===== config.mk =====
export PLATFORM = sky130hd
export DESIGN_NAME = multdiv_sequencer_flat
export DESIGN_NICKNAME = d
export VERILOG_FILES = /design/src/rtl/multdiv_pkg.sv /design/src/rtl/multdiv_sequencer_if.sv /design/src/rtl/div_restore_step.sv /design/src/rtl/multdiv_sequencer.sv /design/src/flat_wrapper.sv
export SDC_FILE = /design/constraint.sdc
export NUM_CORES = 1
export LEC_CHECK = 0
export CORE_ASPECT_RATIO = 0.7
export CORE_MARGIN = 3
export CORE_UTILIZATION = 24
export CTS_BUF_LIST = sky130_fd_sc_hd__clkbuf_8
export CTS_CLUSTER_DIAMETER = 50
export CTS_CLUSTER_SIZE = 12
export DETAILED_ROUTE_END_ITERATION = 10
export DONT_BUFFER_PORTS = 1
export SETUP_SLACK_MARGIN = 0.2
export SLEW_MARGIN = 15
export SYNTH_ARGS = -nofsm -noshare
export SYNTH_HDL_FRONTEND = slang
export SYNTH_HIERARCHICAL = 1
export SYNTH_SLANG_ARGS = --single-unit
export TNS_END_PERCENT = 100

===== constraint.sdc =====
create_clock -name clk -period 4.8 [get_ports clk]
set_clock_uncertainty 0.2 [all_clocks]
set_input_delay 0.48 -clock clk [delete_from_list [all_inputs] [get_ports clk]]
set_output_delay 0.48 -clock clk [all_outputs]
set_load 0.02 [all_outputs]

===== src/rtl/multdiv_pkg.sv =====
// rtl/multdiv_pkg.sv - shared op codes, FSM states and default width for the mult/div unit
//
// Purpose : constants shared by the sequencer and the main control unit.
// Ports   : none (package).

package multdiv_pkg;

   // Same encoding the control unit drives on DIVMULT_Control.
   localparam logic OP_DIV  = 1'b0;
   localparam logic OP_MULT = 1'b1;

   localparam int DEFAULT_WIDTH = 32;
   localparam int DEFAULT_CNT_W = 6;

   typedef enum logic [2:0] {
      ST_IDLE     = 3'd0,
      ST_MULT_RUN = 3'd1,
      ST_DIV_RUN  = 3'd2,
      ST_DIV_FIX  = 3'd3,
      ST_FINISH   = 3'd4
   } state_t;

endpackage


===== src/rtl/multdiv_sequencer_if.sv =====
// rtl/multdiv_sequencer_if.sv - start/busy/done handshake bundle between control unit and mult/div unit
//
// Purpose : groups the request (start/op/a/b) and response (busy/done/div0/hi/lo) signals.
// Ports   : master = control unit side (drives request), slave = sequencer side (drives response).

interface multdiv_sequencer_if #(
   parameter int WIDTH = multdiv_pkg::DEFAULT_WIDTH
);
   logic             start;
   logic             op;
   logic [WIDTH-1:0] a;
   logic [WIDTH-1:0] b;
   logic             busy;
   logic             done;
   logic             div0;
   logic [WIDTH-1:0] hi;
   logic [WIDTH-1:0] lo;

   modport master (
      output start, op, a, b,
      input  busy, done, div0, hi, lo
   );

   modport slave (
      input  start, op, a, b,
      output busy, done, div0, hi, lo
   );
endinterface


===== src/rtl/div_restore_step.sv =====
// rtl/div_restore_step.sv - one combinational restoring-division iteration on magnitudes
//
// Purpose : shift {rem, quot} left by one, trial-subtract the divisor, keep or restore.
// Ports   : rem_in/quot_in/divisor  current partial remainder, quotient shift register, |divisor|
//           rem_out/quot_out        values after this iteration

module div_restore_step #(
   parameter int WIDTH = 32
) (
   input  logic [WIDTH-1:0] rem_in,
   input  logic [WIDTH-1:0] quot_in,
   input  logic [WIDTH-1:0] divisor,
   output logic [WIDTH-1:0] rem_out,
   output logic [WIDTH-1:0] quot_out
);

   // The shifted remainder needs one extra bit: rem < divisor <= 2^(WIDTH-1)... up to 2^WIDTH,
   // so 2*rem+1 can exceed WIDTH bits before the subtract.
   logic [WIDTH:0] shifted;
   logic           fits;

   always_comb begin
      shifted  = {rem_in, quot_in[WIDTH-1]};
      fits     = (shifted >= {1'b0, divisor});
      rem_out  = shifted[WIDTH-1:0];
      quot_out = {quot_in[WIDTH-2:0], 1'b0};
      if (fits) begin
         // When it fits the true difference is below divisor, so modulo-2^WIDTH arithmetic is exact.
         rem_out  = shifted[WIDTH-1:0] - divisor;
         quot_out = {quot_in[WIDTH-2:0], 1'b1};
      end
   end

endmodule


===== src/rtl/multdiv_sequencer.sv =====
// rtl/multdiv_sequencer.sv - iterative signed Booth multiply / restoring divide with start/busy/done handshake
//
// Purpose : serves the control unit's mult/div states; produces HI/LO for mfhi/mflo and flags divide by zero.
// Ports   : clk       rising-edge clock
//           reset_in  synchronous active-high reset
//           bus       slave side of multdiv_sequencer_if:
//                       start/op/a/b  request, sampled only in IDLE (op 1 = mult, 0 = div)
//                       busy          high while an operation is in flight
//                       done          one-cycle pulse, hi/lo valid from this cycle
//                       div0          one-cycle pulse on divide by zero
//                       hi/lo         mult: product[2W-1:W]/[W-1:0]; div: remainder/quotient

module multdiv_sequencer
   import multdiv_pkg::*;
#(
   parameter int WIDTH = DEFAULT_WIDTH,
   parameter int CNT_W = DEFAULT_CNT_W
) (
   input  logic              clk,
   input  logic              reset_in,
   multdiv_sequencer_if.slave bus
);

   localparam logic [CNT_W-1:0] LAST_ITER = CNT_W'(WIDTH - 1);

   state_t           state;
   logic [CNT_W-1:0] cnt;

   // Booth accumulator {acc_a, acc_q, acc_q1}; acc_a and the multiplicand are WIDTH+1 bits
   // so that a -2^(WIDTH-1) multiplicand can be negated without overflow.
   logic [WIDTH:0]   mcand;
   logic [WIDTH:0]   acc_a;
   logic [WIDTH-1:0] acc_q;
   logic             acc_q1;

   logic [WIDTH-1:0] rem;
   logic [WIDTH-1:0] quot;
   logic [WIDTH-1:0] divisor;
   logic             sign_q;
   logic             sign_r;

   logic [WIDTH:0]   booth_sum;
   logic [WIDTH:0]   next_a;
   logic [WIDTH-1:0] next_q;
   logic [WIDTH-1:0] rem_nxt;
   logic [WIDTH-1:0] quot_nxt;
   logic [WIDTH-1:0] abs_a;
   logic [WIDTH-1:0] abs_b;
   logic [WIDTH-1:0] fix_q;
   logic [WIDTH-1:0] fix_r;

   always_comb begin
      booth_sum = acc_a;
      unique case ({acc_q[0], acc_q1})
         2'b01:   booth_sum = acc_a + mcand;
         2'b10:   booth_sum = acc_a - mcand;
         default: booth_sum = acc_a;
      endcase
      next_a = {booth_sum[WIDTH], booth_sum[WIDTH:1]};
      next_q = {booth_sum[0], acc_q[WIDTH-1:1]};
   end

   always_comb begin
      abs_a = bus.a[WIDTH-1] ? -bus.a : bus.a;
      abs_b = bus.b[WIDTH-1] ? -bus.b : bus.b;
      fix_q = sign_q ? -quot : quot;
      fix_r = sign_r ? -rem  : rem;
   end

   div_restore_step #(
      .WIDTH (WIDTH)
   ) u_div_step (
      .rem_in   (rem),
      .quot_in  (quot),
      .divisor  (divisor),
      .rem_out  (rem_nxt),
      .quot_out (quot_nxt)
   );

   // Results are written on the edge that enters FINISH so done/hi/lo are visible
   // during the FINISH cycle itself.
   always_ff @(posedge clk) begin
      if (reset_in) begin
         state   <= ST_IDLE;
         cnt     <= '0;
         mcand   <= '0;
         acc_a   <= '0;
         acc_q   <= '0;
         acc_q1  <= 1'b0;
         rem     <= '0;
         quot    <= '0;
         divisor <= '0;
         sign_q  <= 1'b0;
         sign_r  <= 1'b0;
         bus.busy <= 1'b0;
         bus.done <= 1'b0;
         bus.div0 <= 1'b0;
         bus.hi   <= '0;
         bus.lo   <= '0;
      end else begin
         bus.done <= 1'b0;
         bus.div0 <= 1'b0;
         case (state)
            ST_IDLE: begin
               if (bus.start) begin
                  cnt <= '0;
                  if (bus.op == OP_MULT) begin
                     mcand    <= {bus.a[WIDTH-1], bus.a};
                     acc_a    <= '0;
                     acc_q    <= bus.b;
                     acc_q1   <= 1'b0;
                     bus.busy <= 1'b1;
                     state    <= ST_MULT_RUN;
                  end else if (bus.b == '0) begin
                     bus.div0 <= 1'b1;
                  end else begin
                     sign_q   <= bus.a[WIDTH-1] ^ bus.b[WIDTH-1];
                     sign_r   <= bus.a[WIDTH-1];
                     rem      <= '0;
                     quot     <= abs_a;
                     divisor  <= abs_b;
                     bus.busy <= 1'b1;
                     state    <= ST_DIV_RUN;
                  end
               end
            end

            ST_MULT_RUN: begin
               acc_a  <= next_a;
               acc_q  <= next_q;
               acc_q1 <= acc_q[0];
               cnt    <= cnt + 1'b1;
               if (cnt == LAST_ITER) begin
                  bus.hi   <= next_a[WIDTH-1:0];
                  bus.lo   <= next_q;
                  bus.done <= 1'b1;
                  bus.busy <= 1'b0;
                  state    <= ST_FINISH;
               end
            end

            ST_DIV_RUN: begin
               rem  <= rem_nxt;
               quot <= quot_nxt;
               cnt  <= cnt + 1'b1;
               if (cnt == LAST_ITER) begin
                  state <= ST_DIV_FIX;
               end
            end

            // Magnitude quotient of -2^(W-1) / -1 is 2^(W-1), which already reads back as
            // the wrapped value, so overflow needs no special case.
            ST_DIV_FIX: begin
               bus.hi   <= fix_r;
               bus.lo   <= fix_q;
               bus.done <= 1'b1;
               bus.busy <= 1'b0;
               state    <= ST_FINISH;
            end

            ST_FINISH: begin
               state <= ST_IDLE;
            end

            default: begin
               state    <= ST_IDLE;
               bus.busy <= 1'b0;
            end
         endcase
      end
   end

endmodule


===== src/flat_wrapper.sv =====
// flat-port wrapper written by rule: the top's interface ports become plain ports
module multdiv_sequencer_flat import multdiv_pkg::*;
#(
   parameter int WIDTH = DEFAULT_WIDTH,
   parameter int CNT_W = DEFAULT_CNT_W
)
  (clk, reset_in, bus_start, bus_op, bus_a, bus_b, bus_busy, bus_done, bus_div0, bus_hi, bus_lo);
  multdiv_sequencer_if #(.WIDTH(WIDTH)) bus_i ();
  input  logic clk;
  input  logic reset_in;
  input wire logic [$bits(bus_i.start)-1:0] bus_start;
  input wire logic [$bits(bus_i.op)-1:0] bus_op;
  input wire logic [$bits(bus_i.a)-1:0] bus_a;
  input wire logic [$bits(bus_i.b)-1:0] bus_b;
  output wire logic [$bits(bus_i.busy)-1:0] bus_busy;
  output wire logic [$bits(bus_i.done)-1:0] bus_done;
  output wire logic [$bits(bus_i.div0)-1:0] bus_div0;
  output wire logic [$bits(bus_i.hi)-1:0] bus_hi;
  output wire logic [$bits(bus_i.lo)-1:0] bus_lo;
  assign bus_i.start = bus_start;
  assign bus_i.op = bus_op;
  assign bus_i.a = bus_a;
  assign bus_i.b = bus_b;
  assign bus_busy = bus_i.busy;
  assign bus_done = bus_i.done;
  assign bus_div0 = bus_i.div0;
  assign bus_hi = bus_i.hi;
  assign bus_lo = bus_i.lo;
  multdiv_sequencer #(.WIDTH(WIDTH), .CNT_W(CNT_W)) u_core (.clk(clk), .reset_in(reset_in), .bus(bus_i));
endmodule

* Yosys cells after proc, flatten, opt, wreduce, memory -nomap -nowiden *
Index checks and enable logic that the tools add are counted.

word-level totals
  memory bits (read-only) = 0
  output and inout port bits = 67
  memories = 0
  bits of input ports = 68
  bits in latches = 0
  flip-flop bits (word level) = 272
  memory bits (writable) = 0

cells by class
  magnitude comparators = 1
  shifts and indexed selects = 0
  divide/modulo/power cells = 0
  $mul = 0
  equality and inequality tests = 14
  bitwise gates (word level) = 6
  multiplexer cells = 44
  reduce and logical (&&, ||, !) cells = 17
  add/subtract/negate cells = 8

operator list
  kind                   count
  $mux W32               15
  $pmux W32 S2           5
  $pmux W33 S2           2
  $neg A32 Y32           4
  $mux W33               2
  $add A33 B33 Y33       1
  $ge A33 B32 Y1         1
  $sub A33 B33 Y33       1
  $logic_not A32 Y1      1
  $sub A32 B32 Y32       1
  $reduce_and A4 Y1      4
  $mux W3                5
  $pmux W3 S4            1
  $pmux W6 S2            1
  $mux W1                9
  $ne A2 B2 Y1 const B   4
  $reduce_bool A2 Y1     4
  $add A6 B1 Y6 const B  1
  $eq A3 B2 Y1 const B   2
  $eq A6 B5 Y1 const B   1
  $mux W6                1
  $reduce_and A3 Y1      2
  $not A1 Y1             5
  $ne A2 B1 Y1 const B   2
  12 further kinds       15

* Longest topological paths before layout *
Gate-level depths: netlist of the first run.

  depth after elaboration = 6
  gate-level depth with buffers = 18
  gate-level depth less buffers = 16

* By module *
Netlist of the first run, hierarchy kept.

modules (own cells, without submodules)
  module             instances  cells an instance  area an instance (um2)
  multdiv_sequencer  1          2,091              15,939.0
  div_restore_step   1          355                2,571.2

* Least setup slack after synthesis of the first run *
Ideal clock, no wire load.

  path type = register to register
  start = register u_core.mcand[5]
  end = register u_core.acc_a[31]
  clock period less this slack = 4.296 ns
  cell stages (with the launch flop) = 16
  setup slack = 0.504 ns
  arrival time = 4.031 ns
  setup time = 0.065 ns
  path buffers = 0
  cell sequence = dfxtp_1 -> nor4_1 -> nand2_1 -> or3b_2 -> nor4_1 -> a21oi_1 -> xnor2_1 -> ha_1 -> and3_1 -> and2_1 -> a311oi_1 -> o21ai_0 -> nand2b_1 -> o2111ai_1 -> mux2_2 -> nor2_1

on the way
  longest elaborated chain between the ends = 3
  elaborated cells between the ends (all ways) = 4
  classes of those cells = add/sub: 2; mux: 2

RTL lines
  item                                                         line                                              text
  start, declared                                              multdiv_sequencer.sv:31                           logic [WIDTH:0] mcand;
  start signal, assigned                                       multdiv_sequencer.sv:108                          mcand <= {bus.a[WIDTH-1], bus.a};
  $sub A33 B33 Y33 / $add A33 B33 Y33 (equally long branches)  multdiv_sequencer.sv:56, multdiv_sequencer.sv:55
  $pmux W33 S2 *                                               multdiv_sequencer.sv:54                           unique case ({acc_q[0], acc_q1})
  $pmux W33 S2 *                                               multdiv_sequencer.sv:103                          case (state)
  end signal, assigned                                         multdiv_sequencer.sv:129                          acc_a <= next_a;
  end, declared                                                multdiv_sequencer.sv:32                           logic [WIDTH:0] acc_a;

Mark *: on every way between the ends. The rest lies on a longest branch, timed or not.
A chain may end at the register's enable or synchronous reset.

* Final worst setup path of the first run *
  start = register u_core.mcand[14]
  end = register u_core.acc_a[31]

Same word-level chain as after synthesis.

==> results of run 1 <==
## worst paths after layout
check	slack (ps)	to	cells past startpoint
worst max-delay path	390	u_core/acc_a[31]	14
worst min-delay path	40	u_core/quot[29]	4
worst max register to register	390	u_core/acc_a[31]	14
worst min register to register	270	u_core/divisor[0]	2
## cell type report
cell class | instances | area, um^2
antenna | 1 | 2.50
clock buffer | 30 | 413
clock inverter | 10 | 92.6
fill | 8347 | 55200
inverter | 73 | 274
multi-input combinational | 1906 | 12000
sequential | 271 | 5430
tap | 1032 | 1290
timing repair buffer | 109 | 1050
## Yosys cell counts, drive strengths merged, types with 8 or more instances
master,number,share of area [%]
a31oi,20,0.76
a21oi,216,5.9
nor2,295,6.0
dfxtp,271,29
nand3,50,1.4
o21a,12,0.53
a211oi,92,3.7
nor4,18,0.72
o31ai,41,1.7
buf,49,1.8
a21o,21,0.85
o211ai,24,0.97
clkbuf,147,3.0
o22ai,9,0.30
mux2i,16,0.87
nand2,309,6.3
nor2b,15,0.51
inv,72,1.5
and2,9,0.30
and3,11,0.37
nand2b,14,0.47
or3,19,0.68
a32oi,8,0.38
or2,9,0.32
mux2,31,2.1
o21ai,115,3.1
or4,22,0.98
a311oi,40,1.9
nor3b,10,0.41
a22oi,37,1.5
nor3,43,1.2
o41ai,23,1.1
nand4,26,0.88
ha,71,4.8
xor2,112,5.3
xnor2,86,4.1
## what timing repair did
item / CTS / global route
hold buffers: 77 / 0
setup endpoints to repair: 0 / 11
gates resized for setup: 0 / 7
endpoints found under the hold margin: 246 / 0
## per-stage QoR
stage               setup slack (ps)  area (um^2)
finish                           388        20600
global route                     108        20500
CTS                              209        20500
detailed placement               280        19200
global placement                 171        19200
floorplan                        504        18500
## cell families after synthesis
family | after synthesis
and+or+nand+nor | 865
AOI/OAI and AO/OA | 723
DFF | 271
buffers and inverters | 269
xor gates and xnor gates | 198
adders and majority gates | 73
muxes | 47
## metal layers
layer  share of wire (%)  vias up  global-route usage, %
met5                   0        -                      0
met4                 1.2        0                   2.01
met3                  13       62                   6.71
met2                  38      682                   22.1
met1                  48     8507                   25.7
li1                    -     8643                      -
## flip-flops by register name, indices dropped and copies added, names as in the netlist, 3 cells and up
signal	flops
u_core/acc_a	32
u_core/acc_q	32
u_core/bus.hi	32
u_core/bus.lo	32
u_core/divisor	32
u_core/mcand	32
u_core/quot	32
u_core/rem	32
u_core/cnt	6
u_core/state	3
## cells in the final DEF (no fill, tap or decap), types with 19 or more instances in the layout
master and instances:
nand2_1 306, o21ai_0 113, dfxtp_1 271, o31ai_1 40, buf_4 31, ha_1 71, a311oi_1 39, a22oi_1 37
nand3_1 50, clkbuf_8 30, dlygate4sd3_1 75, nor2_1 295, xor2_1 112, xnor2_1 86, nand4_1 26, mux2_2 22
a21oi_1 212, a21o_1 21, o41ai_1 22, a211oi_1 91, a31oi_1 19, inv_1 72, o211ai_1 24, nor3_1 40
## worst max-delay path: stages (launching register included)
cell and delay (ps):
dfxtp_1 370, or4_1 610, or4_1 570, nor2_1 230, a21oi_1 120, xnor2_1 140
ha_1 370, and3_1 250, and2_1 170, a311oi_2 310, o21ai_0 170, nand2b_1 190
o2111ai_1 210, mux2_2 360, nor2_1 80
## power groups by stage
stage	combinational (uW)	sequential, uW	clock [uW]
floorplan	1910	2540	0
global placement	2320	2610	0
detailed placement	2320	2610	0
CTS	2460	2560	1590
global route	2750	2580	1680
finish	2510	2560	1560
==> results.tsv, run 1 <==
metric	value	unit
HPWL after detailed placement	51500	um
GRT overflow	0	
Core Area	75800	um^2
Seq/Total Area, Yosys	29.3	%
crit-path max FO	7	
drt drc	0	
switch share	39.5	%
via count	17900	
Post-synth EDFFs	0	
synthesized instance count	2446	
GRT Overall Usage	16.8	%
Max-Cap Viols	0	
combinational share of power	37.9	%
Tot Pwr	6640	uW
startpoint types	register	
I/O Pins	135	
combinational family with the most area after synthesis	compound AO/OA/AOI/OAI gates	
PwrDens	323	nW/um^2
wire length per cell	20.4	um
clk_lat worst skew	690	ps
post-synthesis mux area share	2.93	%
vias in the first global route	15700	
Req. time, crit path	5200	ps
hold_sp	bus_a[28]	
post-CTS setup repair buffer count	0	
Final nets	2531	
area of the mapped netlist	18500	um^2
Synth Flop Type	dfxtp_1	
Setup crit end kind	register	
RSZ-0062 raised after global routing	yes	
TritonCTS clock tree	yes	
CTS Sinks	271	
fin crit period	4410	ps
number of CTS-inserted buffers	29	
sw power	2620	uW
Die ar.	80500	um^2
Routed Antenna Nets	0	
initial antenna violation count	3	
FF+latch count, synth	271	
WL final	70200	um
first-pass GRT wire length	104000	um
DRT Pass-1 Iters	5	
Adder-Cell Fraction of Synth Area	5.02	%
Pleak	0.00743	uW
fin cells	3432	
synthesized net count	2587	
die height	238	um
Util after Layout	27.1	%
Hold Crit Class	input port to register	
Worst Setup SP	u_core/mcand[14]	
Slew Limit Fails	0	
Hold Worst Slack	42.0	ps
Reg clk slew, reported paths	80	ps
area grow syn2layout	11.0	%
Synth Area in XOR/XNOR	9.37	%
CTS max path bufs	3	
critical path class	register to register	
largest net degree at the start of global routing	236	
Avg Inst Size Synth	7.57	um^2
placed cell count	3314	
register share of total power	38.6	%
Peak VDD IR	0.168	mV
I/O Buffers	0	
GP Congestion	0.909	
Synth warnings	6	
Least-Margin Pin Slew	1300	ps
H-tree depth	1	
async set-reset flop share out of synthesis	0	%
Achievable Freq	227	MHz
DR vias/cell	5.21	
Initial Utilization	24.4	%
share of layout cells above drive strength 1	6.54	%
Synth Area in Simple Gates	21.2	%
P_int	4010	uW
row count	84	
outcome	finished, final reports clean	
clock network power share	23.5	%
Worst slew margin	13.3	%
Root Buffer	clkbuf_8	
drt initial violations	2187	
Setup violations, final	0	
final-report hold violation count	0	
Yosys cell types	92	
reg2reg start	u_core/mcand[14]	
Tcrit/Tclk final	91.9	%
post-synthesis compound-gate area fraction	25.9	%
Die Width	338	um
setup tns final	0	ps
WP data arrival	4810	ps
Note: power is estimated with default switching activity, not from simulation.
==> run 2: changes to the inputs <==
--- a/config.mk
+++ b/config.mk
@@ -5,12 +5,13 @@
 export SDC_FILE = /design/constraint.sdc
 export NUM_CORES = 1
 export LEC_CHECK = 0
+export CAP_MARGIN = 20
 export CORE_ASPECT_RATIO = 0.7
 export CORE_MARGIN = 3
 export CORE_UTILIZATION = 24
 export CTS_BUF_LIST = sky130_fd_sc_hd__clkbuf_8
 export CTS_CLUSTER_DIAMETER = 50
-export CTS_CLUSTER_SIZE = 12
+export CTS_CLUSTER_SIZE = 25
 export DETAILED_ROUTE_END_ITERATION = 10
 export DONT_BUFFER_PORTS = 1
 export SETUP_SLACK_MARGIN = 0.2
==> run 2 against run 1 <==
Against the previous run:
- largest cell class unchanged
- maximum frequency fell by 0.10%
- largest power group unchanged
- setup slack got worse by 4.4 ps
- first-iteration DRC count fell by 7.0%
- global-route usage grew 0.051 points
- die area unchanged
- critical endpoint unchanged
- cell count rose by 0.26%
- sequential share of layout area shrank 0.19 points
- total power grew 2.2%
- clock-buffer cell count fell by 5
==> results.tsv, run 2 (synthesis gave the netlist of run 1 again) <==
metric	value	unit	change
Least-Margin Pin Slew	1310	ps	+6.24 ps
reg2reg end	u_core/acc_a[31]		
WP data arrival	4790	ps	-20 ps
Initial Utilization	24.4	%	unchanged
GRT overflow	0		unchanged
setup tns final	0	ps	unchanged
Worst Slack Setup Final	384	ps	-4.42 ps
hold_sp	bus_b[31]		
first-pass GRT wire length	104000	um	+0.44%
GP Congestion	0.909		unchanged
Final nets	2530		-0.040%
WHS Endpoint	u_core/divisor[25]		
R2R setup slack	380	ps	about the same
post-CTS setup repair buffer count	0		unchanged
Die ar.	80500	um^2	unchanged
DRT Pass-1 Iters	5		unchanged
R2R depth	14		unchanged
GRT Overall Usage	16.8	%	+0.051 points
number of CTS-inserted buffers	24		-17%
Pleak	0.00751	uW	+0.97%
H-tree depth	1		unchanged
row count	84		unchanged
share of layout cells above drive strength 1	6.73	%	+0.19 points
Core Area	75800	um^2	unchanged
Routed Antenna Nets	0		unchanged
critical path class	register to register		
final instance area	20700	um^2	+0.72%
reg2reg start	u_core/mcand[14]		
WL final	70600	um	+0.68%
DR vias/cell	5.20		-0.26%
Tcrit/Tclk final	92.0	%	+0.092 points
TritonCTS clock tree	yes		
fin cells	3441		+0.26%
via count	17900		+0.0056%
RSZ-0062 raised after global routing	yes		
I/O Buffers	0		unchanged
Hold Crit Class	input port to register		
placed cell count	3314		unchanged
startpoint types	register		
Peak VDD IR	0.214	mV	+28%
worst slack at placement	280	ps	unchanged
vias in the first global route	15800		+0.33%
CTS Sinks	271		unchanged
DP Area	19200	um^2	unchanged
Achievable Freq	226	MHz	-0.10%
Reg clk slew, reported paths	130	ps	+50 ps
HPWL after detailed placement	51500	um	unchanged
I/O Pins	135		unchanged
CTS max path bufs	3		unchanged
Worst slew margin	12.9	%	-0.42 points
PwrDens	328	nW/um^2	+1.5%
Max-Cap Viols	0		unchanged
wire length per cell	20.5	um	+0.42%
largest net degree at the start of global routing	231		-2.1%
Setup violations, final	0		unchanged
initial antenna violation count	2		-1
drt drc	0		unchanged
# fillers	8315		-0.38%
die height	238	um	unchanged
outcome	finished, final reports clean		
Setup crit end kind	register		
Root Buffer	clkbuf_8		
commonest non-fill, non-tap cells in the layout	306 x nand2_1, 295 x nor2_1, 271 x dfxtp_1, 212 x a21oi_1, 113 x o21ai_0		
Die Width	338	um	unchanged
final-report hold violation count	0		unchanged
fin crit period	4420	ps	+4.42 ps
most common cell after layout, fill and taps aside	nand2_1		
Req. time, crit path	5180	ps	-20 ps
drt initial violations	2034		-7.0%
area grow syn2layout	11.8	%	
Hold Path Stages	3		-1
Slew Limit Fails	0		unchanged
clk_lat worst skew	650	ps	-40 ps
crit-path max FO	7		unchanged
## run 2: changes by cell type in the layout (fill, tap and decap cells not counted), sizes merged
cell	previous run	this run
inv	76	85
clkbuf	30	25
dlygate4sd3	75	80
clkinv	4	7
clkinvlp	2	0
buf	34	33
bufinv	1	0
diode	1	2
## run 2: worst max-delay path, cell delays in order, from the launching register on
cell	delay (ps)
dfxtp_1	380
or4_1	620
or4_1	570
nor2_1	240
a21oi_1	120
xnor2_1	140
ha_1	370
and3_1	250
and2_1	170
a311oi_2	310
o21ai_0	160
nand2b_1	180
o2111ai_1	210
mux2_2	360
nor2_1	80
## run 2: through the flow
stage          power (uW)  util, %  hold slack (ps)
4_1_cts              6740     27.3            0.267
3_5_place_dp         4930     25.4              251
6_report             6780     27.3             21.2
5_1_grt              7160     27.3             30.8
2_1_floorplan        4440        -              232
3_3_place_gp         4930     25.4              245
## run 2: cell type report
class	count	area [um^2]	area share, %
Sequential cell	271	5430	26.2
Clock inverter	19	268	1.29
Tap cell	1032	1290	6.24
Antenna cell	2	5.00	0.0242
Clock buffer	25	344	1.66
Inverter	73	274	1.32
Timing Repair Buffer	113	1080	5.22
Multi-Input combinational cell	1906	12000	58.0
## run 2: routing by layer
metal / global-route usage [%] / wire length (um) / vias up
li1: - / - / 8660
met1: 25.2 / 33500 / 8543
met2: 22.3 / 26800 / 647
met3: 7.53 / 9590 / 45
met4: 1.86 / 752 / 0
met5: 0 / 0 / -
## run 2: worst max path at each step
| stage | startpoint | to | depth (start not counted) |
|---|---|---|---|
| 2_1_floorplan | u_core/mcand[5] | u_core/acc_a[31] | 15 |
| 3_3_place_gp | u_core/mcand[9] | u_core/acc_a[31] | 15 |
| 3_5_place_dp | u_core/mcand[9] | u_core/acc_a[31] | 15 |
| 4_1_cts | u_core/mcand[9] | u_core/acc_a[31] | 15 |
| 5_1_grt | u_core/mcand[5] | u_core/acc_a[31] | 16 |
| 6_report | u_core/mcand[14] | u_core/acc_a[31] | 14 |
## run 2: repair_timing
item	4_1_cts	5_1_grt
setup endpoints to repair	0	11
endpoints found under the hold margin	242	0
resized for setup	0	9
hold buffers	81	0
## run 2: power breakdown
group	switching, uW	total [uW]	internal, uW
Sequential	184	2560	2380
Combinational	1510	2520	1010
Clock	1090	1700	606
Total	2790	6780	3990
